===== src/rtl/control_unit_pkg.sv =====
// rtl/control_unit_pkg.sv - shared opcodes, state encodings, IR field positions and strobe indices
package control_unit_pkg;

    typedef enum logic [3:0] {
        S_RST,
        S_T0,
        S_T1,
        S_T2,
        S_T3,
        S_T4,
        S_T5,
        S_T6,
        S_HALT
    } state_t;

    typedef enum logic [1:0] {
        CLS_BINARY,
        CLS_UNARY,
        CLS_MULDIV
    } op_class_t;

    localparam logic [4:0] OP_ADD    = 5'b00011;
    localparam logic [4:0] OP_SUB    = 5'b00100;
    localparam logic [4:0] OP_SHR    = 5'b00101;
    localparam logic [4:0] OP_SHL    = 5'b00110;
    localparam logic [4:0] OP_ROR    = 5'b00111;
    localparam logic [4:0] OP_ROL    = 5'b01000;
    localparam logic [4:0] OP_AND    = 5'b01001;
    localparam logic [4:0] OP_OR     = 5'b01010;
    localparam logic [4:0] OP_MUL    = 5'b01110;
    localparam logic [4:0] OP_DIV    = 5'b01111;
    localparam logic [4:0] OP_NEGATE = 5'b10000;
    localparam logic [4:0] OP_NOT    = 5'b10001;

    localparam int OP_MSB = 31;
    localparam int OP_LSB = 27;
    localparam int RA_MSB = 26;
    localparam int RA_LSB = 23;
    localparam int RB_MSB = 22;
    localparam int RB_LSB = 19;
    localparam int RC_MSB = 18;
    localparam int RC_LSB = 15;

    // ALU strobe vector bit positions
    localparam int ALU_W    = 12;
    localparam int A_ADD    = 0;
    localparam int A_SUB    = 1;
    localparam int A_MUL    = 2;
    localparam int A_DIV    = 3;
    localparam int A_SHR    = 4;
    localparam int A_SHL    = 5;
    localparam int A_ROR    = 6;
    localparam int A_ROL    = 7;
    localparam int A_AND    = 8;
    localparam int A_OR     = 9;
    localparam int A_NEGATE = 10;
    localparam int A_NOT    = 11;

    // Single-bit load/drive strobe vector bit positions
    localparam int CTL_W     = 15;
    localparam int C_PCIN    = 0;
    localparam int C_IRIN    = 1;
    localparam int C_RYIN    = 2;
    localparam int C_RZIN    = 3;
    localparam int C_MARIN   = 4;
    localparam int C_HIIN    = 5;
    localparam int C_LOIN    = 6;
    localparam int C_MDRIN   = 7;
    localparam int C_READ    = 8;
    localparam int C_PCOUT   = 9;
    localparam int C_MDROUT  = 10;
    localparam int C_ZLOWOUT = 11;
    localparam int C_ZHIOUT  = 12;
    localparam int C_INCPC   = 13;
    localparam int C_ILLEGAL = 14;

endpackage


===== src/rtl/control_unit_op_decode.sv =====
// rtl/control_unit_op_decode.sv - opcode to ALU strobe, instruction class and illegal flag
module op_decode
    import control_unit_pkg::*;
(
    input  logic [4:0]       op,
    output logic [ALU_W-1:0] alu_strobe,
    output op_class_t        op_class,
    output logic             illegal
);

    always_comb begin
        alu_strobe = '0;
        op_class   = CLS_BINARY;
        illegal    = 1'b0;
        case (op)
            OP_ADD:    alu_strobe[A_ADD] = 1'b1;
            OP_SUB:    alu_strobe[A_SUB] = 1'b1;
            OP_SHR:    alu_strobe[A_SHR] = 1'b1;
            OP_SHL:    alu_strobe[A_SHL] = 1'b1;
            OP_ROR:    alu_strobe[A_ROR] = 1'b1;
            OP_ROL:    alu_strobe[A_ROL] = 1'b1;
            OP_AND:    alu_strobe[A_AND] = 1'b1;
            OP_OR:     alu_strobe[A_OR]  = 1'b1;
            OP_MUL: begin
                alu_strobe[A_MUL] = 1'b1;
                op_class          = CLS_MULDIV;
            end
            OP_DIV: begin
                alu_strobe[A_DIV] = 1'b1;
                op_class          = CLS_MULDIV;
            end
            OP_NEGATE: begin
                alu_strobe[A_NEGATE] = 1'b1;
                op_class             = CLS_UNARY;
            end
            OP_NOT: begin
                alu_strobe[A_NOT] = 1'b1;
                op_class          = CLS_UNARY;
            end
            default:   illegal = 1'b1;
        endcase
    end

endmodule


===== src/rtl/control_unit.sv =====
// rtl/control_unit.sv - hardwired fetch/execute sequencer driving the datapath strobes
module control_unit
    import control_unit_pkg::*;
#(
    parameter int BITS      = 32,
    parameter int REGISTERS = 16
) (
    input  logic                 Clock,
    input  logic                 reset,
    input  logic [BITS-1:0]      IR,
    output logic [REGISTERS-1:0] GPRin,
    output logic [REGISTERS-1:0] GPRout,
    output logic                 PCin,
    output logic                 IRin,
    output logic                 RYin,
    output logic                 RZin,
    output logic                 MARin,
    output logic                 HIin,
    output logic                 LOin,
    output logic                 MDRin,
    output logic                 Read,
    output logic                 PCout,
    output logic                 MDRout,
    output logic                 Zlowout,
    output logic                 Zhighout,
    output logic                 LOout,
    output logic                 HIout,
    output logic                 IncPC,
    output logic                 ADD,
    output logic                 SUB,
    output logic                 MUL,
    output logic                 DIV,
    output logic                 SHR,
    output logic                 SHL,
    output logic                 ROR,
    output logic                 ROL,
    output logic                 AND,
    output logic                 OR,
    output logic                 NEGATE,
    output logic                 NOT,
    output logic                 Illegal,
    output logic [31:0]          InstrCount
);

    state_t           state, nxt;
    logic [3:0]       ra_q, rb_q, rc_q, n_ra, n_rb, n_rc;
    logic [ALU_W-1:0] op_alu_q, n_op_alu;
    op_class_t        cls_q, n_cls;

    logic [ALU_W-1:0] dec_alu;
    op_class_t        dec_cls;
    logic             dec_illegal;

    logic [CTL_W-1:0]     ctl_q, nx_ctl;
    logic [ALU_W-1:0]     alu_q, nx_alu;
    logic [REGISTERS-1:0] gin_q, gout_q, nx_gin, nx_gout;
    logic [31:0]          count_q;
    logic                 retire;

    logic unused_ir_bits;
    assign unused_ir_bits = ^IR[RC_LSB-1:0];

    function automatic logic [REGISTERS-1:0] reg_sel(input logic [3:0] r);
        return {{(REGISTERS-1){1'b0}}, 1'b1} << (int'(r) % REGISTERS);
    endfunction

    op_decode u_op_decode (
        .op         (IR[OP_MSB:OP_LSB]),
        .alu_strobe (dec_alu),
        .op_class   (dec_cls),
        .illegal    (dec_illegal)
    );

    // Fields come straight from IR on the T2->T3 edge so T3 outputs can use them
    always_comb begin
        n_ra     = ra_q;
        n_rb     = rb_q;
        n_rc     = rc_q;
        n_op_alu = op_alu_q;
        n_cls    = cls_q;
        if (state == S_T2) begin
            n_ra     = IR[RA_MSB:RA_LSB];
            n_rb     = IR[RB_MSB:RB_LSB];
            n_rc     = IR[RC_MSB:RC_LSB];
            n_op_alu = dec_alu;
            n_cls    = dec_cls;
        end
    end

    always_comb begin
        nxt = state;
        case (state)
            S_RST:   nxt = S_T0;
            S_T0:    nxt = S_T1;
            S_T1:    nxt = S_T2;
            S_T2:    nxt = dec_illegal ? S_HALT : S_T3;
            S_T3:    nxt = S_T4;
            S_T4:    nxt = S_T5;
            S_T5:    nxt = (cls_q == CLS_MULDIV) ? S_T6 : S_T0;
            S_T6:    nxt = S_T0;
            S_HALT:  nxt = S_HALT;
            default: nxt = S_RST;
        endcase
    end

    assign retire = (state == S_T5 && cls_q != CLS_MULDIV) || (state == S_T6);

    // Outputs for the state being entered, registered so they are glitch-free Moore strobes
    always_comb begin
        nx_ctl  = '0;
        nx_alu  = '0;
        nx_gin  = '0;
        nx_gout = '0;
        case (nxt)
            S_T0: begin
                nx_ctl[C_PCOUT] = 1'b1;
                nx_ctl[C_MARIN] = 1'b1;
                nx_ctl[C_INCPC] = 1'b1;
                nx_ctl[C_RZIN]  = 1'b1;
            end
            S_T1: begin
                nx_ctl[C_ZLOWOUT] = 1'b1;
                nx_ctl[C_PCIN]    = 1'b1;
                nx_ctl[C_READ]    = 1'b1;
                nx_ctl[C_MDRIN]   = 1'b1;
            end
            S_T2: begin
                nx_ctl[C_MDROUT] = 1'b1;
                nx_ctl[C_IRIN]   = 1'b1;
            end
            S_T3: begin
                nx_gout        = reg_sel(n_rb);
                nx_ctl[C_RYIN] = 1'b1;
            end
            S_T4: begin
                nx_gout        = reg_sel((n_cls == CLS_UNARY) ? n_rb : n_rc);
                nx_alu         = n_op_alu;
                nx_ctl[C_RZIN] = 1'b1;
            end
            S_T5: begin
                nx_ctl[C_ZLOWOUT] = 1'b1;
                if (n_cls == CLS_MULDIV)
                    nx_ctl[C_LOIN] = 1'b1;
                else
                    nx_gin = reg_sel(n_ra);
            end
            S_T6: begin
                nx_ctl[C_ZHIOUT] = 1'b1;
                nx_ctl[C_HIIN]   = 1'b1;
            end
            S_HALT:  nx_ctl[C_ILLEGAL] = 1'b1;
            default: ;
        endcase
    end

    always_ff @(posedge Clock or posedge reset) begin
        if (reset) begin
            state    <= S_RST;
            ra_q     <= '0;
            rb_q     <= '0;
            rc_q     <= '0;
            op_alu_q <= '0;
            cls_q    <= CLS_BINARY;
            ctl_q    <= '0;
            alu_q    <= '0;
            gin_q    <= '0;
            gout_q   <= '0;
            count_q  <= '0;
        end else begin
            state    <= nxt;
            ra_q     <= n_ra;
            rb_q     <= n_rb;
            rc_q     <= n_rc;
            op_alu_q <= n_op_alu;
            cls_q    <= n_cls;
            ctl_q    <= nx_ctl;
            alu_q    <= nx_alu;
            gin_q    <= nx_gin;
            gout_q   <= nx_gout;
            if (retire)
                count_q <= count_q + 32'd1;
        end
    end

    assign GPRin      = gin_q;
    assign GPRout     = gout_q;
    assign PCin       = ctl_q[C_PCIN];
    assign IRin       = ctl_q[C_IRIN];
    assign RYin       = ctl_q[C_RYIN];
    assign RZin       = ctl_q[C_RZIN];
    assign MARin      = ctl_q[C_MARIN];
    assign HIin       = ctl_q[C_HIIN];
    assign LOin       = ctl_q[C_LOIN];
    assign MDRin      = ctl_q[C_MDRIN];
    assign Read       = ctl_q[C_READ];
    assign PCout      = ctl_q[C_PCOUT];
    assign MDRout     = ctl_q[C_MDROUT];
    assign Zlowout    = ctl_q[C_ZLOWOUT];
    assign Zhighout   = ctl_q[C_ZHIOUT];
    assign IncPC      = ctl_q[C_INCPC];
    assign Illegal    = ctl_q[C_ILLEGAL];
    assign LOout      = 1'b0;
    assign HIout      = 1'b0;
    assign ADD        = alu_q[A_ADD];
    assign SUB        = alu_q[A_SUB];
    assign MUL        = alu_q[A_MUL];
    assign DIV        = alu_q[A_DIV];
    assign SHR        = alu_q[A_SHR];
    assign SHL        = alu_q[A_SHL];
    assign ROR        = alu_q[A_ROR];
    assign ROL        = alu_q[A_ROL];
    assign AND        = alu_q[A_AND];
    assign OR         = alu_q[A_OR];
    assign NEGATE     = alu_q[A_NEGATE];
    assign NOT        = alu_q[A_NOT];
    assign InstrCount = count_q;

endmodule


===== config.mk =====
export PLATFORM = sky130hd
export DESIGN_NAME = control_unit
export DESIGN_NICKNAME = d
export VERILOG_FILES = /design/src/rtl/control_unit_pkg.sv /design/src/rtl/control_unit_op_decode.sv /design/src/rtl/control_unit.sv
export SDC_FILE = /design/constraint.sdc
export NUM_CORES = 1
export LEC_CHECK = 0
export CORE_MARGIN = 1.5
export CORE_UTILIZATION = 44
export DETAILED_ROUTE_END_ITERATION = 12
export GPL_TIMING_DRIVEN = 0
export PLACE_DENSITY = 0.76
export SYNTH_ARGS = -nofsm -noshare
export SYNTH_HDL_FRONTEND = slang
export SYNTH_HIERARCHICAL = 1
export SYNTH_SLANG_ARGS = --single-unit

===== constraint.sdc =====
create_clock -name Clock -period 3.15 [get_ports Clock]
set_input_delay 0.315 -clock Clock [delete_from_list [all_inputs] [get_ports Clock]]
set_output_delay 0.315 -clock Clock [all_outputs]
set_load 0.05 [all_outputs]

==> impl_metrics.py <==
metrics = {
    "route": {
        "dr_total_vias": 3904,
        "drt_drc_violations_left": 0,
        "via_per_inst": 5.16,
        "wl_per_cell_um": 14.9,
        "dr.first_iter.drc_count": 206,
        "drtPass1Iterations": 5,
        "wl_mm": 11.3,
        "drt.antenna.violating_nets": 0,
    },
    "setup_path": {
        "r2r_start": "state[0]",
        "cpMaxStageDelayCell": "clkdlybuf4s50_1",
        "critPathLaunchType": "input port",
        "crit_top_cell": "a21oi_2",
        "critical_path_required_ps": 3500,
        "path_max_fanout": 8,
        "r2r_slack_ps": 880,
        "endpoint_kind": "flop",
        "path_cells": "clkdlybuf4s50_1, nor4b_4, a31o_1, a21oi_2, or4bb_1, a21oi_2, nand2_1, a2bb2o_1, and2_1",
        "path_delay_family": "simple AND/OR/NAND/NOR gates",
        "reg2regPathDepth": 8,
        "crit_path_max_incr_delay_ps": 550,
        "crit_type": "in2reg",
        "r2r_end": "GPRout[10]",
        "cp.arrival_ps": 2980,
        "critPathBufInv": 1,
    },
    "timing": {
        "layout_min_cycle_time_ps": 2630,
        "relSlewSlack": 0.400,
        "rsz0062_at_grt": "no",
        "clock.fmax_mhz": 380,
        "setup_viol": 0,
        "finalCritPeriodShare": 0.835,
        "finalSetupTns_ps": 0,
        "finalHoldViolations": 0,
        "finalMaxSlewViolations": 0,
        "clock_skew_ps": 21.7,
        "tightest_slew_ps": 899,
    },
    "floorplan": {
        "core-area_mm2": 0.0110,
        "dieArea_mm2": 0.0120,
        "fp-row-count": 38,
        "die_h_um": 110,
        "ioPinCount": 127,
        "die_x_um": 110,
        "start_util": 0.456,
    },
    "cts": {
        "holdBufCountCts": 0,
        "cts_buffers": 17,
        "numClockSinks": 115,
        "cts_tree": "done",
        "ctsHtreeMaxLevel": 4,
        "cts_resized": 0,
        "postCtsSetupBuffers": 0,
        "insertion_delay_ps": 410,
        "clk_pin_slew_ps": 60,
        "clockBufferDepth": 2,
        "cts_root_buffer": "clkbuf_16",
    },
    "yosys": {
        "synth_edf_count": 0,
        "async_reset_ff_frac": 1.00,
        "synth_common_cells": "115 x dfrtp_1, 85 x nand2_1, 40 x nor2_1",
        "yosys.area.top_type": "dfrtp_1",
        "synth.most_common_cell": "dfrtp_1",
        "yosys-top-cells-area": "dfrtp_1 58%, nand2_1 6.4%, xnor2_1 4.0%",
        "yosys_register_bits": 115,
        "synthFlopType": "dfrtp_1",
        "synth_cell_types": 49,
        "ys_seq_area_frac": 0.575,
        "ys_warn_count": 6,
        "syn-cell-area_mm2": 0.00500,
        "synth_top_area_frac": 0.575,
        "synthCells": 474,
        "syn_avg_cell_area_um2": 10.6,
    },
    "grt": {
        "grt_pass1_vias": 3847,
        "grt_max_degree": 43,
        "grt_usage": 0.200,
        "grt-ovfl-total": 0,
        "antenna_found_initial": 0,
        "grt_pass1_wl_mm": 18.4,
    },
    "layout": {
        "diodes": 0,
        "nNetsFinal": 639,
        "area_growth_pct": 38.0,
        "nFillCells": 880,
        "drive_above_1_share": 0.115,
        "multi_input_area_mm2": 0.00193,
        "seqCellArea_mm2": 0.00288,
        "postLayoutCellArea_mm2": 0.00691,
    },
    "placed_design": {
        "place_congestion": 0.846,
        "place_area_mm2": 0.00631,
        "io_buffers": 108,
        "hpwlAfterDp_mm": 8.04,
    },
    "job": {
        "max-cap-violations": 0,
    },
    "power_and_ir_drop": {
        "powerDensity_mw_per_mm2": 783,
        "p_leak_nw": 3.20,
        "irDropWorstVdd_mv": 0.539,
    },
    "worst_hold_path": {
        "holdPathEnd": "op_alu_q[4]",
        "hold_class": "in2reg",
        "min_path_cells": 4,
        "hp-start": "IR[28]",
    },
    "outcome": {
        "status": "finished clean",
    },
}
[registers in the layout (all words and copies together), names as in the netlist]
register	flops
state	4
ctl_q	9
GPRin	16
rc_q	4
op_alu_q	12
rb_q	4
alu_q	12
GPRout	16
cls_q	2
InstrCount	32
ra_q	4
[cells by family after synthesis]
family,after synthesis,share of synthesized area
simple gates,241,0.253
flops,115,0.575
buf+inv,39,0.0405
compound gates,33,0.0447
xor+xnor,31,0.0558
mux,13,0.0275
fa+ha+maj,1,0.00250
other cells,1,0.000749
[per-stage QoR]
step           total power, mW  hold WS [ps]  utilization  cells  setup WS (ps)
2_1_floorplan             3.04           420            -    475            896
3_3_place_gp              3.46           453        0.571    723            218
3_5_place_dp              3.51           458        0.574    725            166
4_1_cts                   5.43           247        0.629    757            557
5_1_grt                   5.68           268        0.629    757            353
6_report                  5.40           270        0.629    757            521
[area by class of cell]
cell class,count,area share
buffer,26,0.0223
sequential,115,0.417
multi-input combinational,321,0.279
clock inverter,12,0.0188
timing repair buffer,110,0.162
inverter,13,0.00761
clock buffer,20,0.0676
tap,140,0.0254
[placed cells by master, fill, tap and decap left out, drive strengths merged, types with 3 or more instances in the layout]
cell type      netlist  final
mux2                 3      3
clkdlybuf4s50        0    108
clkinvlp             0      3
nand2               85     85
mux2i               10     10
nand3b               5      5
nor2b                3      3
buf                 20     22
o21ai                7      7
inv                 13     13
dfrtp              115    115
clkinv               0      7
nor2                40     40
nor4                 8      8
clkbuf               6     26
and2                27     27
and3                 5      5
nand2b               6      6
a31oi                4      4
xnor2               23     23
xor2                 8      8
a21oi                9      9
nor3b                8      8
nand3               24     24
nor3                13     13
nand4                4      4
[how the worst max path moves through the flow]
stage	endpoint	depth (start not counted)	from
global route	GPRout[1]	9	IR[29]
detailed placement	GPRout[1]	9	IR[29]
floorplan	InstrCount[26]	6	InstrCount[4]
finish	GPRout[1]	9	IR[29]
CTS	GPRout[6]	9	IR[29]
global placement	GPRout[6]	9	IR[29]
[tightest hold or removal path, cell delays in order]
cell and delay [ps]:
buf_4 150, nor4_1 70, nand2_1 60, nand2_1 40
[routing by layer]
metal	track usage	share of wire	up-vias
met5	0	0	-
met4	0.0668	0.012	0
met3	0.0557	0.063	17
met2	0.335	0.50	145
met1	0.251	0.42	1912
li1	-	-	1830
[power breakdown]
part | internal, mW | switching, mW
Combinational | 0.590 | 1.07
Sequential | 1.69 | 0.158
Clock | 1.23 | 0.671
Power figures use the tool's default switching activity.
==> RTL edit 1: new RTL, same settings <==
`REGISTERS`: 16 -> 32.
--- a/src/rtl/control_unit.sv
+++ b/src/rtl/control_unit.sv
@@ -3,7 +3,7 @@
     import control_unit_pkg::*;
 #(
     parameter int BITS      = 32,
-    parameter int REGISTERS = 16
+    parameter int REGISTERS = 32
 ) (
     input  logic                 Clock,
     input  logic                 reset,
Interface: changed (resized GPRin and GPRout); port bits go from 127 to 159. The function was not compared with the original's and may differ.
==> RTL edit 1 against the unedited design <==
- synthesized area increased by 2.4%
- worst setup slack gained 0.25 ns
- wire length shrank 0.94%
- register-to-register slack better by 0.09 ns
- via count increased by 0.67%
- synthesized cell count up 4.4%
- critical path depth down 1
- design area grew 4.4%
- final cell count up 7.3%
- sequential cell count unchanged
- non-clock buffer count up 29
- total power grew 3.9%
- critical path type unchanged
- largest power group unchanged
==> RTL edit 1: results (changes against the unedited design) <==
* Netlist cell types at 51 (+4.1%)
* Initial DRC Count at 176 (-15%)
* Vias in the first global route at 4,055 (+5.4%)
* Syn Area/Cell at 10.3 um^2 (-2.0%)
* Register area share after synthesis at 0.562 (-0.0132)
* Wire length on met3 at 602 um (-15%)
* First-pass GRT wire length at 18,900 um (+3.0%)
* Via count at 3,930 (+0.67%)
* GPL Wtd Cong at 0.892 (+5.4%)
* Hold Path Sink: op_alu_q[1]
* Post-CTS setup buffer count at 0 (unchanged)
* Largest net degree at the start of global routing at 46 (+7.0%)
* Antenna cells at 0 (unchanged)
* P_leak at 3.39 nW (+6.1%)
* Fraction of layout cells with a size suffix above 1 at 0.142 (+0.0269)
* Clock Path Buffers at 2 (unchanged)
* Status: finished clean
* TritonRoute pass-1 iters at 6 (+1)
* TritonCTS Buffers at 17 (unchanged)
* Multiplexer area fraction after synthesis at 0.0171 (-0.0104)
* Tightest Pin Transition at 0.827 ns (-0.0718 ns)
* Max IR drop VDD at 0.432 mV (-20%)
* Reg2reg end: GPRout[0]
* GRT Util Overall at 0.194 (-0.00690)
* Post-Place Setup Slack at 0.448 ns (+0.282 ns)
* Met2 global-route usage at 0.321 (-0.0140)
* Crit path DAT at 2.71 ns (-0.27 ns)
* Final net count at 692 (+8.3%)
* Asr flop ratio synth at 1.00 (unchanged)
* Number of placed cells counting well taps at 781 (+7.7%)
* Hold_ws at 0.265 ns (-0.00453 ns)
* Adder-cell area share of the yosys netlist at 0.00244 (-0.0000574)
* Met1 Use GR at 0.236 (-0.0148)
* WL per Instance at 13.8 um (-7.7%)
* Worst Path Max Fanout at 8 (unchanged)
* Clk_skew at 0.00671 ns (-0.0150 ns)
* Met3 GRT Util at 0.0470 (-0.00870)
* RR Startpoint: state[1]
* Post-Layout Cell Count at 812 (+7.3%)
* Met1 Wirelength at 4710 um (-1.7%)
* Max H-tree Level at 4 (unchanged)
* Worst reg-to-reg path cell count at 7 (-1)
* Placed cell areas at 6550 um^2 (+3.8%)
* DP HPWL at 8010 um (-0.37%)
* Initial antenna violation count at 0 (unchanged)
* Synth top cells by count: 115 x dfrtp_1, 94 x nand2_1, 51 x nor2_1
* Top cells by area, synth: dfrtp_1 56%, nand2_1 6.9%, buf_4 6.3%
* Post-Synth XOR/XNOR Area at 0.0530 (-0.00275)
* Synth Area in Compound Gates at 0.0376 (-0.00713)
* R2R setup slack at 0.97 ns (+0.09 ns)
## RTL edit 1: power by group
group	internal, W	switching (W)
sequential	0.00169	0.000155
clock	0.00148	0.000630
combinational	0.000581	0.00108
total	0.00375	0.00187
## RTL edit 1: area by class of cell
class                      instances  area, um^2
clock buffer                      22         484
fill                             902        4160
inverter                          11        45.0
buffer                            55         385
sequential                       115        2880
tap                              143         179
multi-input combinational        347        1940
timing repair buffer             110        1120
clock inverter                     9         175
## RTL edit 1: how the worst max path moves through the flow
stage | from | end | slack [ns] | cells after the start
floorplan | InstrCount[10] | InstrCount[22] | 1.03 | 5
global placement | reset | op_alu_q[11] | 0.47 | 2
detailed placement | IR[31] | GPRout[12] | 0.45 | 8
CTS | IR[30] | GPRout[12] | 0.83 | 8
global route | IR[30] | GPRout[12] | 0.62 | 8
finish | IR[30] | GPRout[12] | 0.77 | 8
## RTL edit 1: critical path: cells and delay by family
kind	cells	cell delay (ns)
AO/OA/AOI/OAI	3	0.51
buffers and inverters	1	0.56
AND/OR/NAND/NOR	4	1.31
==> RTL edit 2: new RTL, same flow settings <==
Made on the original files. Encoding of `op_class_t`: now one-hot (3 bits for 3 values).
--- a/src/rtl/control_unit_pkg.sv
+++ b/src/rtl/control_unit_pkg.sv
@@ -13,10 +13,10 @@
         S_HALT
     } state_t;
 
-    typedef enum logic [1:0] {
-        CLS_BINARY,
-        CLS_UNARY,
-        CLS_MULDIV
+    typedef enum logic [2:0] {
+        CLS_BINARY = 3'b001,
+        CLS_UNARY  = 3'b010,
+        CLS_MULDIV = 3'b100
     } op_class_t;
 
     localparam logic [4:0] OP_ADD    = 5'b00011;
Function: same outputs for any inputs over 10 cycles, from zero or initial values and one cycle with reset high; not proved beyond that.
==> RTL edit 2 against the unedited design <==
- synthesized area up 3.6%
- sequential power is 3% higher
- via count rose by 10%
- total power is 5.1% higher
- wire length up 15%
- largest power group unchanged
- synthesized cell count up 10%
- design area is 2.8% higher
- worst setup slack improved by 0.35 ns
- sequential cell count increased by 1
- largest cell class unchanged
==> RTL edit 2: results (changes against the unedited design) <==
* Slowest-stage cell, CP: clkdlybuf4s50_1
* Post-CTS setup buffer count at 0 (unchanged)
* Crit path from: IR[29]
* GRT Util Overall at 0.218 (+0.0173)
* Post-Place Setup Slack at 0.526 ns (+0.360 ns)
* Rel. slew slack at 0.627 (+0.227)
* RR Startpoint: state[3]
* Crit path max-delay family: compound AO/OA/AOI/OAI gates
* Fraction of layout cells with a size suffix above 1 at 0.107 (-0.00798)
* Worst hold path class: in -> async
* Clock Path Buffers at 2 (unchanged)
* Antenna cells at 0 (unchanged)
* P_leak at 3.09 nW (-3.3%)
* Synth top cells by count: 115 x dfrtp_1, 107 x nand2_1, 41 x nor2_1
* Number of placed cells counting well taps at 774 (+6.8%)
* WL per Instance at 16.1 um (+8.2%)
* Max H-tree Level at 4 (unchanged)
* Placed cell areas at 6480 um^2 (+2.7%)
* GPL Wtd Cong at 0.943 (+11%)
* Synthesized instance count at 522 (+10%)
* TritonCTS Buffers at 17 (unchanged)
* Vias in the first global route at 4,396 (+14%)
* Via count at 4,298 (+10%)
* Netlist cell types at 51 (+4.1%)
* Clk_lat worst skew at 0.41 ns (about the same)
* CTS root buf: clkbuf_16
* Status: finished clean
* Initial antenna violation count at 0 (unchanged)
* Top cells by area, synth: dfrtp_1 56%, nand2_1 7.7%, nor3b_1 3.8%
* Power Dens Cells at 800 nW/um^2 (+2.3%)
* P_seq at 0.00191 W (+3%)
* Comb pwr share at 0.317 (+0.010)
* CTS resizes at 0 (unchanged)
* Post-Layout Cell Count at 806 (+6.5%)
* Int Power at 0.00366 W (+4.3%)
* Clk pin slew, worst setup/hold paths at 0.05 ns
* TritonRoute pass-1 iters at 5 (unchanged)
* Largest net degree at the start of global routing at 45 (+4.7%)
* Yosys warning count at 6 (unchanged)
* Max Cap Viol at 0 (unchanged)
* Yosys top cell by area: dfrtp_1
* DP HPWL at 8930 um (+11%)
* Clk_skew at 0.00893 ns (-0.0128 ns)
* IO Port Bufs at 105 (-2.8%)
* Final net count at 685 (+7.2%)
* Setup TNS Final at 0 ns (unchanged)
* Max IR drop VDD at 0.532 mV (-1.3%)
* Slowest stage delay, CP at 0.65 ns (+0.10 ns)
* Crit path DAT at 2.59 ns (-0.39 ns)
* First-pass GRT wire length at 21,700 um (+18%)
* Register area share after synthesis at 0.560 (-0.0148)
* Largest register FFs at 32 (unchanged)
* Initial DRC Count at 344 (+67%)
* Asr flop ratio synth at 1.00 (unchanged)
* Worst Path Max Fanout at 9 (+1)
==> RTL edit 2: cell count changes in the layout (fill, tap and decap cells not counted), moves of 12 or more <==
cell,delta
and2_1,-24
nand2_1,+22
nor2b_1,+14
nor3b_1,+18
o21ai_1,+12
o22ai_1,+14
==> RTL edit 2: worst register-to-register path, cell delays in order, from the launching register on <==
cell      delay, ns
dfrtp_1        0.42
nor4bb_1       0.30
buf_2          0.26
mux2_2         0.39
or3_1          0.46
nor2_1         0.13
==> RTL edit 2: cell families after synthesis <==
family                     after synthesis  share of synthesized area
buffers and inverters                   38                     0.0401
AOI/OAI and AO/OA                       58                     0.0657
and+or+nand+nor                        274                      0.271
adders and majority gates                1                    0.00241
muxes                                    3                    0.00628
xor gates and xnor gates                31                     0.0538
other                                    1                   0.000723
DFF                                    116                      0.560
==> RTL edit 2: layout make-up <==
type	instances	area, um^2
tap	143	179
inverter	5	22.5
clock buffer	24	492
buffer	33	189
sequential	116	2900
clock inverter	8	123
timing repair buffer	108	1110
fill	944	4370
multi-input combinational	369	2080
==> RTL edit 2: path summary, 6_finish.rpt <==
path                       slack [ns]  cells past startpoint           end
max                              0.87                      9    GPRout[13]
min                              0.16                      2     GPRout[3]
max reg2reg                      1.12                      5     GPRin[10]
min reg2reg                      0.46                      2  op_alu_q[10]
max in group asynchronous        2.27                      4      cls_q[0]
min in group Clock               0.22                      4  op_alu_q[10]
==> RTL edit 2: routing by layer <==
metal  vias up  GRT usage  routed length [um]
li1       2011          -                   -
met1      2099      0.272                5630
met2       169      0.368                6430
met3        19     0.0615                 779
met4         0     0.0700                 147
met5         -          0                   0
